===== config.mk =====
export PLATFORM = sky130hd
export DESIGN_NAME = spi_master_sequencer
export DESIGN_NICKNAME = d
export VERILOG_FILES = /design/src/rtl/spi_master_sequencer.sv
export SDC_FILE = /design/constraint.sdc
export NUM_CORES = 1
export LEC_CHECK = 0
export CAP_MARGIN = 20
export CELL_PAD_IN_SITES_DETAIL_PLACEMENT = 0
export CELL_PAD_IN_SITES_GLOBAL_PLACEMENT = 1
export CORE_MARGIN = 5
export CORE_UTILIZATION = 50
export DETAILED_ROUTE_END_ITERATION = 12
export PLACE_DENSITY = 0.77
export SYNTH_ARGS = -nofsm -noshare
export SYNTH_HDL_FRONTEND = slang
export SYNTH_SLANG_ARGS = --single-unit

===== constraint.sdc =====
create_clock -name clk -period 4.6 [get_ports clk]
set_input_delay 1.15 -clock clk [delete_from_list [all_inputs] [get_ports clk]]
set_output_delay 1.15 -clock clk [all_outputs]
set_load 0.01 [all_outputs]

===== src/rtl/spi_master_sequencer.sv =====
// TX/RX FIFO front-end that feeds one word at a time to an SPI master.
// Define SPI_SEQ_TIMEOUT_EN to build the WAIT-state watchdog (timeout_err).
module spi_master_sequencer #(
    parameter int BITS_SIZE      = 10,
    parameter int DEPTH          = 8,
    parameter int TIMEOUT_CYCLES = 1023
) (
    input  logic                         clk,
    input  logic                         reset,
    input  logic [BITS_SIZE-1:0]         wr_data,
    input  logic                         wr_en,
    output logic                         full,
    output logic [BITS_SIZE-1:0]         rd_data,
    input  logic                         rd_en,
    output logic                         empty,
    output logic [$clog2(DEPTH+1)-1:0]   tx_count,
    output logic [$clog2(DEPTH+1)-1:0]   rx_count,
    output logic                         busy,
    output logic                         overflow,
    output logic                         underflow,
    output logic                         timeout_err,
    input  logic                         clr_err,
    output logic [BITS_SIZE-1:0]         spi_data_in,
    output logic                         spi_tx_start,
    input  logic                         spi_tx_done,
    input  logic                         spi_rx_done,
    input  logic [BITS_SIZE-1:0]         spi_data_out
);

    localparam int AW = $clog2(DEPTH);
    localparam int CW = $clog2(DEPTH + 1);
    localparam logic [CW-1:0] FULL_CNT = CW'(DEPTH);

    localparam logic [2:0] IDLE  = 3'd0;
    localparam logic [2:0] LOAD  = 3'd1;
    localparam logic [2:0] START = 3'd2;
    localparam logic [2:0] WAIT  = 3'd3;
    localparam logic [2:0] STORE = 3'd4;

    logic [2:0] state;

    logic [BITS_SIZE-1:0] tx_mem [DEPTH];
    logic [BITS_SIZE-1:0] rx_mem [DEPTH];
    logic [AW-1:0] tx_wptr, tx_rptr;
    logic [AW-1:0] rx_wptr, rx_rptr;

    logic tx_seen, rx_seen;
    logic tx_push, tx_pop, rx_push, rx_pop;
    logic both_done, timed_out;

    assign full  = (tx_count == FULL_CNT);
    assign empty = (rx_count == '0);
    assign busy  = (state != IDLE);
    assign spi_tx_start = (state == START);
    assign rd_data = empty ? '0 : rx_mem[rx_rptr];

    assign tx_push = wr_en && !full;
    assign tx_pop  = (state == LOAD);
    assign rx_push = (state == STORE);
    assign rx_pop  = rd_en && !empty;

    // The second done may arrive in the very cycle we decide to leave WAIT.
    assign both_done = (tx_seen || spi_tx_done) &&
                       (rx_seen || spi_rx_done);

`ifdef SPI_SEQ_TIMEOUT_EN
    localparam int TW = $clog2(TIMEOUT_CYCLES + 1);
    localparam logic [TW-1:0] TO_LAST = TW'(TIMEOUT_CYCLES - 1);
    logic [TW-1:0] wait_cnt;

    assign timed_out = (state == WAIT) && !both_done &&
                       (wait_cnt == TO_LAST);
`else
    assign timed_out = 1'b0;
`endif

    always_ff @(posedge clk) begin
        if (tx_push) tx_mem[tx_wptr] <= wr_data;
        if (rx_push) rx_mem[rx_wptr] <= spi_data_out;
    end

    always_ff @(posedge clk or posedge reset) begin
        if (reset) begin
            tx_wptr  <= '0;
            tx_rptr  <= '0;
            tx_count <= '0;
        end else begin
            if (tx_push) tx_wptr <= tx_wptr + 1'b1;
            if (tx_pop)  tx_rptr <= tx_rptr + 1'b1;
            if (tx_push && !tx_pop)
                tx_count <= tx_count + 1'b1;
            else if (tx_pop && !tx_push)
                tx_count <= tx_count - 1'b1;
        end
    end

    always_ff @(posedge clk or posedge reset) begin
        if (reset) begin
            rx_wptr  <= '0;
            rx_rptr  <= '0;
            rx_count <= '0;
        end else begin
            if (rx_push) rx_wptr <= rx_wptr + 1'b1;
            if (rx_pop)  rx_rptr <= rx_rptr + 1'b1;
            if (rx_push && !rx_pop)
                rx_count <= rx_count + 1'b1;
            else if (rx_pop && !rx_push)
                rx_count <= rx_count - 1'b1;
        end
    end

    always_ff @(posedge clk or posedge reset) begin
        if (reset) begin
            state       <= IDLE;
            spi_data_in <= '0;
            tx_seen     <= 1'b0;
            rx_seen     <= 1'b0;
`ifdef SPI_SEQ_TIMEOUT_EN
            wait_cnt    <= '0;
`endif
        end else begin
            unique case (state)
                IDLE: begin
                    // RX full holds the sequencer off without consuming TX
                    if (tx_count != '0 && rx_count != FULL_CNT)
                        state <= LOAD;
                end
                LOAD: begin
                    spi_data_in <= tx_mem[tx_rptr];
                    tx_seen     <= 1'b0;
                    rx_seen     <= 1'b0;
                    state       <= START;
                end
                START: begin
`ifdef SPI_SEQ_TIMEOUT_EN
                    wait_cnt <= '0;
`endif
                    state <= WAIT;
                end
                WAIT: begin
                    if (spi_tx_done) tx_seen <= 1'b1;
                    if (spi_rx_done) rx_seen <= 1'b1;
`ifdef SPI_SEQ_TIMEOUT_EN
                    wait_cnt <= wait_cnt + 1'b1;
`endif
                    if (both_done)
                        state <= STORE;
                    else if (timed_out)
                        state <= IDLE;
                end
                STORE: state <= IDLE;
                default: state <= IDLE;
            endcase
        end
    end

    // Sticky flags: a new event in the clearing cycle wins.
    always_ff @(posedge clk or posedge reset) begin
        if (reset) begin
            overflow    <= 1'b0;
            underflow   <= 1'b0;
            timeout_err <= 1'b0;
        end else begin
            if (wr_en && full)
                overflow <= 1'b1;
            else if (clr_err)
                overflow <= 1'b0;

            if (rd_en && empty)
                underflow <= 1'b1;
            else if (clr_err)
                underflow <= 1'b0;

            if (timed_out)
                timeout_err <= 1'b1;
            else if (clr_err)
                timeout_err <= 1'b0;
        end
    end

endmodule

# Yosys cells after proc, flatten, opt, wreduce, memory -nomap -nowiden
# Memories as Yosys holds them, arrays and structs flattened. A register that Yosys moved wholly into a read port is not among the register bits.
# Cells that the tools add are included.
dict set report word_totals {
  ff_bits 27
  latch_bits 0
  mem_bits_rw 160
  mem_bits_ro 0
  in_bits 27
  output_inout_bits 35
  elab_cells 80
  mem_count 2
}
# memory words width read_ports rd_clocked_by_memory_dff write_ports line
set mem_list {}
lappend mem_list {rx_mem 8 10 1 0 1 43} ;# logic [BITS_SIZE-1:0] rx_mem [DEPTH];
lappend mem_list {tx_mem 8 10 1 1 1 42} ;# logic [BITS_SIZE-1:0] tx_mem [DEPTH];
dict set report op_classes {
  n_addsub 8
  mul 0
  n_div 0
  magnitude_cmp 0
  eq_ne 10
  shifts 0
  muxes 19
  n_bitwise 0
  reduce_logical 30
}
# operator count
set op_table {}
lappend op_table {{2-to-1 mux 4 bit} 4}
lappend op_table {{adder 3 x 1 -> 3 bit, second input constant} 4}
lappend op_table {{one-hot mux 3 bit (4 select lines)} 1}
lappend op_table {{logical AND 1 bit} 10}
lappend op_table {{2-to-1 mux 10 bit} 1}
lappend op_table {{nonzero test 2 bit} 5}
lappend op_table {{2-to-1 mux 1 bit} 9}
lappend op_table {{adder 4 x 1 -> 4 bit, second input constant} 2}
lappend op_table {{!= test 2 bit, second input constant} 4}
lappend op_table {{subtractor 4 x 1 -> 4 bit, second input constant} 2}
lappend op_table {{equality test 3 x 2 -> 1 bit, second input constant} 2}
lappend op_table {{zero test 1 bit} 6}
lappend op_table {{2-to-1 mux 3 bit} 2}
lappend op_table {{AND reduction 2 bit} 3}
lappend op_table {{equality test 4 bit, second input constant} 1}
lappend op_table {{zero test 4 bit} 1}
lappend op_table {{!= test 4 bit, second input constant} 1}
lappend op_table {{one-hot mux 1 bit (2 select lines)} 2}
lappend op_table {{nonzero test 4 bit} 1}
lappend op_table {{equality test 3 x 1 -> 1 bit, second input constant} 1}
lappend op_table {{equality test 3 bit, second input constant} 1}
lappend op_table {{zero test 3 bit} 1}
lappend op_table {{nonzero test 3 bit} 1}
lappend op_table {{logical OR 1 bit} 2}

# Logic depth before layout (Yosys ltp)
# Gate-level depths: netlist (run 1).
dict set report logic_depth {
  ltp_word 7
  ltp_mapped 12
}

# Worst setup path before layout (run 1)
# OpenSTA, ideal clock, no wires.
dict set report synth_path {
  kind {in2reg}
  from {input wr_en}
  to {register tx_count[3]}
  setup_ns 0.126
  t_arrival_ns 2.912
  required_ns 4.474
  slack_ns 1.562
  path_stages 9
  cell_sequence {nor2b_1 buf_2 ha_1 inv_1 ha_1 a21o_1 a2111oi_2 a31oi_1 a221o_1}
}
dict set report synth_via {
  elab_chain_len 4
}
# item line
set synth_rtl {}
lappend synth_rtl {{from (decl)} 11} ;# input logic wr_en,
lappend synth_rtl {{logical AND 1 bit *} 57} ;# assign tx_push = wr_en && !full;
lappend synth_rtl {{via tx_push} 48} ;# logic tx_push, tx_pop, rx_push, rx_pop;
lappend synth_rtl {{zero test 1 bit} 92} ;# else if (tx_pop && !tx_push)
lappend synth_rtl {{logical AND 1 bit} 92}
lappend synth_rtl {{nonzero test 2 bit (no source line)} n/a}
lappend synth_rtl {{to (signal assigned)} 91} ;# tx_count <= tx_count + 1'b1;
lappend synth_rtl {{to (signal assigned)} 93} ;# tx_count <= tx_count - 1'b1;
lappend synth_rtl {{to (decl)} 16} ;# output logic [$clog2(DEPTH+1)-1:0] tx_count,
# Mark *: on every way through the listed nets, which the timed path passes. The rest lies on a longest branch.
# A chain may end at the register's enable or synchronous reset.

# Worst setup path in the final report (run 1)
dict set report layout_path {
  from {register rx_rptr[1]}
  to {output rd_data[6]}
}
dict set report layout_via {
  elab_chain_len 2
}
# item line
set layout_rtl {}
lappend layout_rtl {{from (decl)} 45} ;# logic [AW-1:0] rx_wptr, rx_rptr;
lappend layout_rtl {{from (signal assigned)} 104} ;# if (rx_pop) rx_rptr <= rx_rptr + 1'b1;
lappend layout_rtl {{memory read (8 x 10 bit)} n/a}
lappend layout_rtl {{2-to-1 mux 10 bit} 55} ;# assign rd_data = empty ? '0 : rx_mem[rx_rptr];
lappend layout_rtl {{to (decl)} 13} ;# output logic [BITS_SIZE-1:0] rd_data,
# No other way between the ends.

==> flow_summary.toml, run 1 <==
[sta]
min_period_ps = 3740
layout_setup_ws_ps = 862
timing.final.crit_share_pct = 81.3
finalSetupTns_ps = 0
max_slew_margin_pct = 29.6
finClkSkew_ps = 7.42
fmax_mhz = 267
finalHoldViolCount = 0
rsz0062_at_grt = "no"
setup_viol = 0
worst_slew_pin_slew_ps = 1050
slew_viol_final = 0

[logic_synthesis]
synth_cell_type_count = 44
yosys_warnings = 0
avgSynthCellArea_sq_um = 16.8
synth_nets = 512
synth_xor_area_share_pct = 1.32
synth_simple_gate_area_share_pct = 6.38
netlist_area_sq_mm = 0.00796
synth_cells = 473
synth_compound_area_share_pct = 3.77
synth_top_family_by_area = "multiplexers"
synth-edff-count = 160
muxShareOfSynthArea_pct = 12.8
ys_seq_area_share_pct = 72.0
ys_seq_elements = 197
synth_ff_type = "edfxtp_1"
postSynth.asyncResetShare_pct = 18.8
yosys.area_share.adder_pct = 2.07

[layout]
drive_above_1_share_pct = 14.4
final_cell_mix = "160 x edfxtp_1, 60 x clkdlybuf4s50_1, 51 x mux2i_1"
instances_no_fill = 777
final_common_cell = "edfxtp_1"
finalNetCount = 587
antenna_cells = 0
syn_to_final_growth_pct = 19.1

[route]
dr_total_vias = 4186
drt_first_iter_violations = 221
drc = 0
dr.pass1.iters = 4
via_per_inst = 5.39
final_antenna_net_count = 0
wirelength_mm = 15.2
wl_per_cell_um = 19.6

[worst_hold_path]
min-delay-path-class = "reg2reg"

[setup_path]
crit_arrival_ps = 2590
worst_setup_path_end_kind = "output port"
criticalPathCategory = "reg2out"
required_ps = 3450
cp_max_fo = 22
startpoint_type = "flip-flop"

[power_and_ir_drop]
p_int_mw = 4.01
clockPowerShare_pct = 24.5
seqPwrFrac_pct = 42.0
pwr-share-comb_pct = 33.4
pwr_density_cell_mw_per_mm2 = 627
p_sw_mw = 1.93
ir_drop_v = 0.000405
total_leakage_power_nw = 3.41
switching_share_pct = 32.5

[floorplan]
coreArea_sq_mm = 0.0158
start_util_pct = 50.5
dieArea_sq_mm = 0.0185
ios = 62
die_y_um = 136
rows = 46
die_x_um = 136

[place]
pre_cts_ws_ps = 741
dp_hpwl_mm = 9.59
gp_congestion = 0.690
port_buffers = 60
dp.cells = 742

[clock_network]
cts_buffers = 17
post_cts_buffers = 0
cts_tree = "yes"
cts_sinks = 197
clock_path_buffers = 2
cts-root-buf = "clkbuf_16"
cts_resized = 0
insertion_delay_ps = 420
hold_buffers = 0
h-tree-depth = 4
clk_pin_slew_ps = 70

[global_routing]
grt_pass1_vias = 4457
grt-ovfl-total = 0
grt_max_degree = 43
grt_antenna_before_repair = 0
gr-usage-all-layers_pct = 17.6
grt_pass1_wl_mm = 24.2

[status]
status = "finished clean"

[flow_run]
maxCapViolations = 0
power groups by stage:
stage          Sequential, mW  Clock (mW)  Combinational (mW)
2_1_floorplan            2.46           0                1.33
3_3_place_gp             2.52           0                1.95
3_5_place_dp             2.54           0                2.01
4_1_cts                  2.50        1.49                2.02
5_1_grt                  2.54        1.57                2.17
6_report                 2.50        1.46                1.99
worst paths after layout:
path                           startpoint        endpoint  slack, ps  cells after the start
setup / recovery               rx_rptr[1]      rd_data[6]        860                      4
hold reg to reg            spi_data_in[3]  spi_data_in[3]        480                      2
hold / removal             spi_data_in[3]  spi_data_in[3]        480                      2
max in group asynchronous           reset      tx_rptr[0]       2740                      4
min in group asynchronous           reset      rx_rptr[2]       1100                      2
setup reg to reg                 state[0]     tx_count[3]       1310                     11
cells in the mapped netlist, types with 2 or more instances:
cell type	instances	share of area (%)
a31oi_1	2	0.16
nor2_1	27	1.3
nor2b_1	3	0.24
xor2_1	2	0.22
a21oi_1	5	0.31
nand2b_1	7	0.55
inv_1	6	0.28
a22oi_1	20	1.9
a21o_1	2	0.19
xnor2_1	10	1.1
buf_2	8	0.50
buf_4	4	0.38
fa_1	2	0.50
nor4_1	2	0.16
clkbuf_1	9	0.42
nand3_1	10	0.63
edfxtp_1	160	60
nand2_1	37	1.7
and2b_1	2	0.19
nor3_1	9	0.57
mux2i_1	51	6.4
mux4_2	20	5.7
ha_1	10	1.6
mux2_2	5	0.71
dfrtp_1	37	12
o21ai_0	5	0.31
worst max-delay path, stage by stage (launching register included):
cell	delay [ps]
dfrtp_1	990
mux4_2	370
mux2i_1	80
nor2_1	160
clkdlybuf4s50_1	570
per-stage QoR:
step / area (sq um) / hold slack [ps] / power (mW) / util (%)
floorplan: 7960 / 458 / 3.79 / -
global placement: 8830 / 462 / 4.47 / 56.0
detailed placement: 8850 / 468 / 4.55 / 56.1
CTS: 9440 / 492 / 6.01 / 59.8
global route: 9480 / 514 / 6.29 / 60.1
finish: 9480 / 484 / 5.94 / 60.1
layout make-up:
| type | instances | area (sq um) |
|---|---|---|
| fillers | 1208 | 6290 |
| flip-flops and latches | 197 | 5730 |
| multi-input cells | 248 | 2110 |
| repair buffers | 78 | 767 |
| clock buffers | 17 | 425 |
| well taps | 216 | 270 |
| clock inverters | 15 | 158 |
| inverters | 6 | 22.5 |
cells by family after synthesis:
| kind of cell | after synthesis |
|---|---|
| simple gates | 105 |
| mux | 76 |
| compound gates | 42 |
| other cells | 1 |
| xor+xnor | 12 |
| fa+ha+maj | 12 |
| buf+inv | 28 |
| flops | 197 |
metal layers:
layer	part of all wire, %	GRT usage [%]	wire [um]
met2	53	30.6	8010
met1	41	22.3	6310
met5	0	0	0
met3	3.6	3.33	543
met4	2.2	5.99	340
registers in the layout, indices dropped and copies added, names as in the netlist:
| name | cells |
|---|---|
| rx_seen | 1 |
| spi_data_in | 10 |
| tx_count | 4 |
| tx_seen | 1 |
| tx_wptr | 3 |
| rx_mem | 80 |
| tx_rptr | 3 |
| rx_count | 4 |
| rx_rptr | 3 |
| rx_wptr | 3 |
| underflow | 1 |
| overflow | 1 |
| tx_mem | 80 |
| state | 3 |
Power figures use the tool's default switching activity.
==> inputs of run 2 (changes only) <==
Settings changed: CORE_UTILIZATION 50 to 49, PLACE_DENSITY 0.77 to 0.75.
Clock period 4.6 ns to 3.5 ns, I/O delays scaled along.
==> flow_summary.toml, run 2 (synthesis gave the netlist of run 1 again) <==
[layout]
regArea_sq_mm = 0.00573
nFillCells = 1214
final_common_cell = "edfxtp_1"
multi_input_area_sq_mm = 0.00210
reg_top3 = "rx_mem (80), tx_mem (80), spi_data_in (10)"
syn_to_final_growth_pct = 19.3
final_cell_mix = "160 x edfxtp_1, 60 x clkdlybuf4s50_1, 51 x mux2i_1"
antenna_cells = 0
finalNetCount = 595
drive_above_1_share_pct = 14.9
final_area_sq_mm = 0.00950
finalCoreUtilization_pct = 59.8

[setup_path]
required_ps = 2620
crit_arrival_ps = 2370
worst_setup_path_end_kind = "output port"
startpoint_type = "flip-flop"
cp_max_fo = 20
criticalPathCategory = "reg2out"

[floorplan]
ios = 62
die_x_um = 137
die_y_um = 137
start_util_pct = 50.1
dieArea_sq_mm = 0.0189
rows = 46
coreArea_sq_mm = 0.0159

[power_and_ir_drop]
total_leakage_power_nw = 3.42
p_sw_mw = 2.50
ir_drop_v = 0.000404
pwr_density_cell_mw_per_mm2 = 821
switching_share_pct = 32.1
seqPwrFrac_pct = 42.3
clockPowerShare_pct = 23.9
p_int_mw = 5.30
pwr-share-comb_pct = 33.7

[clock_network]
cts_buffers = 17
cts_sinks = 197
post_cts_buffers = 0
cts_resized = 0
clk_pin_slew_ps = 70
hold_buffers = 0
clock_path_buffers = 2
h-tree-depth = 4
cts-root-buf = "clkbuf_16"
insertion_delay_ps = 430
cts_tree = "yes"

[place]
port_buffers = 60
gp_congestion = 0.773
place_area_sq_mm = 0.00892
dp_hpwl_mm = 9.57

[sta]
finalSetupTns_ps = 0
finClkSkew_ps = 9.15
hold-worst-slack_ps = 473
timing.final.crit_share_pct = 92.7
finalHoldViolCount = 0
fmax_mhz = 308
worst_slew_pin_slew_ps = 994
max_slew_margin_pct = 33.5
setup_viol = 0
rsz0062_at_grt = "no"
min_period_ps = 3240
slew_viol_final = 0

[route]
drc = 0
via_per_inst = 5.37
drt_first_iter_violations = 243
dr.pass1.iters = 4
dr_total_vias = 4217
wl_per_cell_um = 19.1
wirelength_mm = 15.0
final_antenna_net_count = 0

[global_routing]
grt_pass1_wl_mm = 23.8
grt_antenna_before_repair = 0
gr-usage-all-layers_pct = 17.2
grt_pass1_vias = 4366
grt-ovfl-total = 0
grt_max_degree = 38

[flow_run]
maxCapViolations = 0

[worst_hold_path]
min-delay-path-class = "reg2reg"

[status]
status = "finished clean"
-- run 2: cell types whose count changed in the layout (fill, tap and decap cells not counted) --
cell        change
clkinvlp_4      +2
buf_12          +1
clkinv_1        +2
buf_4          +11
nor3_1          +2
nor3_2          -2
inv_6           +2
inv_8           -4
clkinv_2        -2
buf_16          -1
buf_6           -3
-- run 2: through the flow --
step                worst slack, ps  cells  power, mW
CTS                             230    784       7.88
detailed placement              266    752       6.02
global route                    133    785       8.25
finish                          257    785       7.80
global placement                282    752       5.95
floorplan                       737    473       4.98
-- run 2: area by class of cell --
type	count	area share [%]
Sequential cell	197	60.3
Inverter	6	0.237
Clock buffer	17	4.48
Multi-Input combinational cell	248	22.1
Timing Repair Buffer	86	8.51
Clock inverter	15	1.50
Tap cell	216	2.84
-- run 2: final timing paths --
path | slack [ps] | startpoint | to | cells past startpoint
worst max-delay path | 260 | rx_rptr[0] | rd_data[4] | 5
min in group asynchronous | 870 | reset | rx_count[1] | 3
max in group asynchronous | 2250 | reset | tx_rptr[0] | 3
worst max register to register | 730 | rx_count[0] | rx_count[3] | 9
worst min-delay path | 470 | spi_data_in[4] | spi_data_in[4] | 2
worst min register to register | 470 | spi_data_in[4] | spi_data_in[4] | 2
-- run 2: critical path, stage by stage, from the launching register on --
cell and delay (ps):
dfrtp_1 440, buf_12 240, mux4_2 530, mux2i_1 170, nor2_1 70, clkdlybuf4s50_1 480
-- run 2: per-layer routing --
layer / global-route usage [%] / routed length [um] / vias up
met3: 3.65 / 704 / 16
met1: 20.5 / 6010 / 2130
met2: 30.8 / 8080 / 93
met4: 5.82 / 199 / 0
met5: 0 / 0 / -
li1: - / - / 1978
-- run 2: power groups by stage --
stage	clock network, mW	logic (mW)	registers, mW
2_1_floorplan	0	1.75	3.23
5_1_grt	2.01	2.89	3.35
4_1_cts	1.90	2.67	3.31
3_5_place_dp	0	2.66	3.35
3_3_place_gp	0	2.62	3.34
6_report	1.87	2.63	3.30
==> inputs of run 3 (changes only) <==
Settings changed: ABC_CLOCK_PERIOD_IN_PS set to 3500, CORE_UTILIZATION 49 to 40, CTS_BUF_LIST set to sky130_fd_sc_hd__clkbuf_16, PLACE_DENSITY 0.75 to 0.63.
==> flow_summary.toml, run 3 (synthesis gave the netlist of run 1 again) <==
[status]
status = "finished clean"

[layout]
drive_above_1_share_pct = 15.3
antenna_cells = 0
finalCoreUtilization_pct = 49.0
syn_to_final_growth_pct = 20.2
finalNetCount = 594
nFillCells = 1679
reg_top3 = "rx_mem (80), tx_mem (80), spi_data_in (10)"
final_cell_mix = "160 x edfxtp_1, 60 x clkdlybuf4s50_1, 51 x mux2i_1"
final_common_cell = "edfxtp_1"

[floorplan]
die_y_um = 151
rows = 51
start_util_pct = 40.8
die_x_um = 151
ios = 62
dieArea_sq_mm = 0.0228
coreArea_sq_mm = 0.0195

[global_routing]
grt_antenna_before_repair = 0
grt_max_degree = 27
gr-usage-all-layers_pct = 14.9
grt_pass1_vias = 4456
grt-ovfl-total = 0
grt_pass1_wl_mm = 25.1

[clock_network]
insertion_delay_ps = 420
cts_resized = 0
cts_tree = "yes"
clk_pin_slew_ps = 70
h-tree-depth = 4
cts_buffers = 17
post_cts_buffers = 0
cts_sinks = 197
clock_path_buffers = 2
cts-root-buf = "clkbuf_16"
hold_buffers = 0

[sta]
finClkSkew_ps = 7.76
setup_viol = 0
slew_viol_final = 0
finalHoldViolCount = 0
timing.final.crit_share_pct = 92.3
rsz0062_at_grt = "no"
fmax_mhz = 310
max_slew_margin_pct = 26.8
min_period_ps = 3230
worst_slew_pin_slew_ps = 1100
finalSetupTns_ps = 0

[setup_path]
rrSetupSlack_ps = 670
required_ps = 2620
worst_r2r_endpoint = "rx_count[3]"
startpoint = "rx_rptr[0]"
crit_chain = "buf_12 > mux4_2 > mux2i_1 > nor2_1 > clkdlybuf4s50_1"
startpoint_type = "flip-flop"
max_stage_delay_ps = 530
cp_max_fo = 20
crit_arrival_ps = 2360
worst_setup_path_end_kind = "output port"
cp_slowest_cell = "mux4_2"
regToRegStartpoint = "rx_count[0]"
rr_worst_depth = 9
criticalPathCategory = "reg2out"

[route]
wirelength_mm = 15.8
final_antenna_net_count = 0
via_per_inst = 5.00
dr.pass1.iters = 4
drt_first_iter_violations = 240
dr_total_vias = 4169
wl_per_cell_um = 18.9
drc = 0

[power_and_ir_drop]
switching_share_pct = 32.8
total_leakage_power_nw = 3.42
clockPowerShare_pct = 23.6
p_int_mw = 5.23
p_sw_mw = 2.56
ir_drop_v = 0.000403
seqPwrFrac_pct = 42.4
pwr-share-comb_pct = 34.0
p_total_mw = 7.79
pwr_density_cell_mw_per_mm2 = 814

[worst_hold_path]
min_from = "spi_data_in[4]"
hold_end = "spi_data_in[4]"
hold_depth = 2
min-delay-path-class = "reg2reg"

[flow_run]
maxCapViolations = 0

[place]
gp_congestion = 0.769
dp_hpwl_mm = 10.0
port_buffers = 60
[run 3: cell count changes in the layout (fill, tap and decap cells not counted), sizes merged]
cell    delta
buf        -1
bufinv     -1
clkinv     +1
[run 3: metal layers]
| layer | part of all wire [%] | up-vias | global-route usage [%] |
|---|---|---|---|
| met1 | 44 | 2115 | 18.8 |
| met5 | 0 | - | 0 |
| met4 | 1.5 | 0 | 4.99 |
| li1 | - | 1976 | - |
| met3 | 3.2 | 14 | 2.96 |
| met2 | 51 | 64 | 25.7 |
[run 3: per-stage QoR]
| step | cells | hold WS (ps) | cell area, sq um | worst slack (ps) |
|---|---|---|---|---|
| after floorplan | 473 | 458 | 7960 | 737 |
| after global placement | 800 | 463 | 8980 | 278 |
| after detailed placement | 800 | 463 | 8980 | 213 |
| after CTS | 832 | 489 | 9540 | 208 |
| after global routing | 833 | 510 | 9570 | 139 |
| final | 833 | 486 | 9570 | 269 |
[run 3: how the worst max path moves through the flow]
stage,endpoint,slack (ps)
floorplan,tx_count[3],740
global placement,tx_count[3],280
detailed placement,tx_count[3],210
CTS,rd_data[7],210
global route,rd_data[7],140
finish,rd_data[7],270
[run 3: layout make-up]
class,instances,area [sq um],area share [%]
clock buffer,17,425,4.45
clock inverter,15,136,1.43
inverter,6,22.5,0.235
multi-input combinational,248,2100,21.9
sequential,197,5730,59.9
tap,265,332,3.47
timing repair buffer,85,821,8.58
[run 3: critical path: cells and delay by family (launching register included)]
kind / cells / cell delay, ps
buf+inv: 2 / 710
flops: 1 / 430
mux: 2 / 700
simple gates: 1 / 80
[run 3: power by group through the flow]
stage | Clock, mW | Combinational, mW | Sequential (mW)
2_1_floorplan | 0 | 1.75 | 3.23
3_3_place_gp | 0 | 2.64 | 3.33
5_1_grt | 1.99 | 2.93 | 3.36
3_5_place_dp | 0 | 2.70 | 3.35
6_report | 1.84 | 2.65 | 3.30
4_1_cts | 1.90 | 2.71 | 3.31
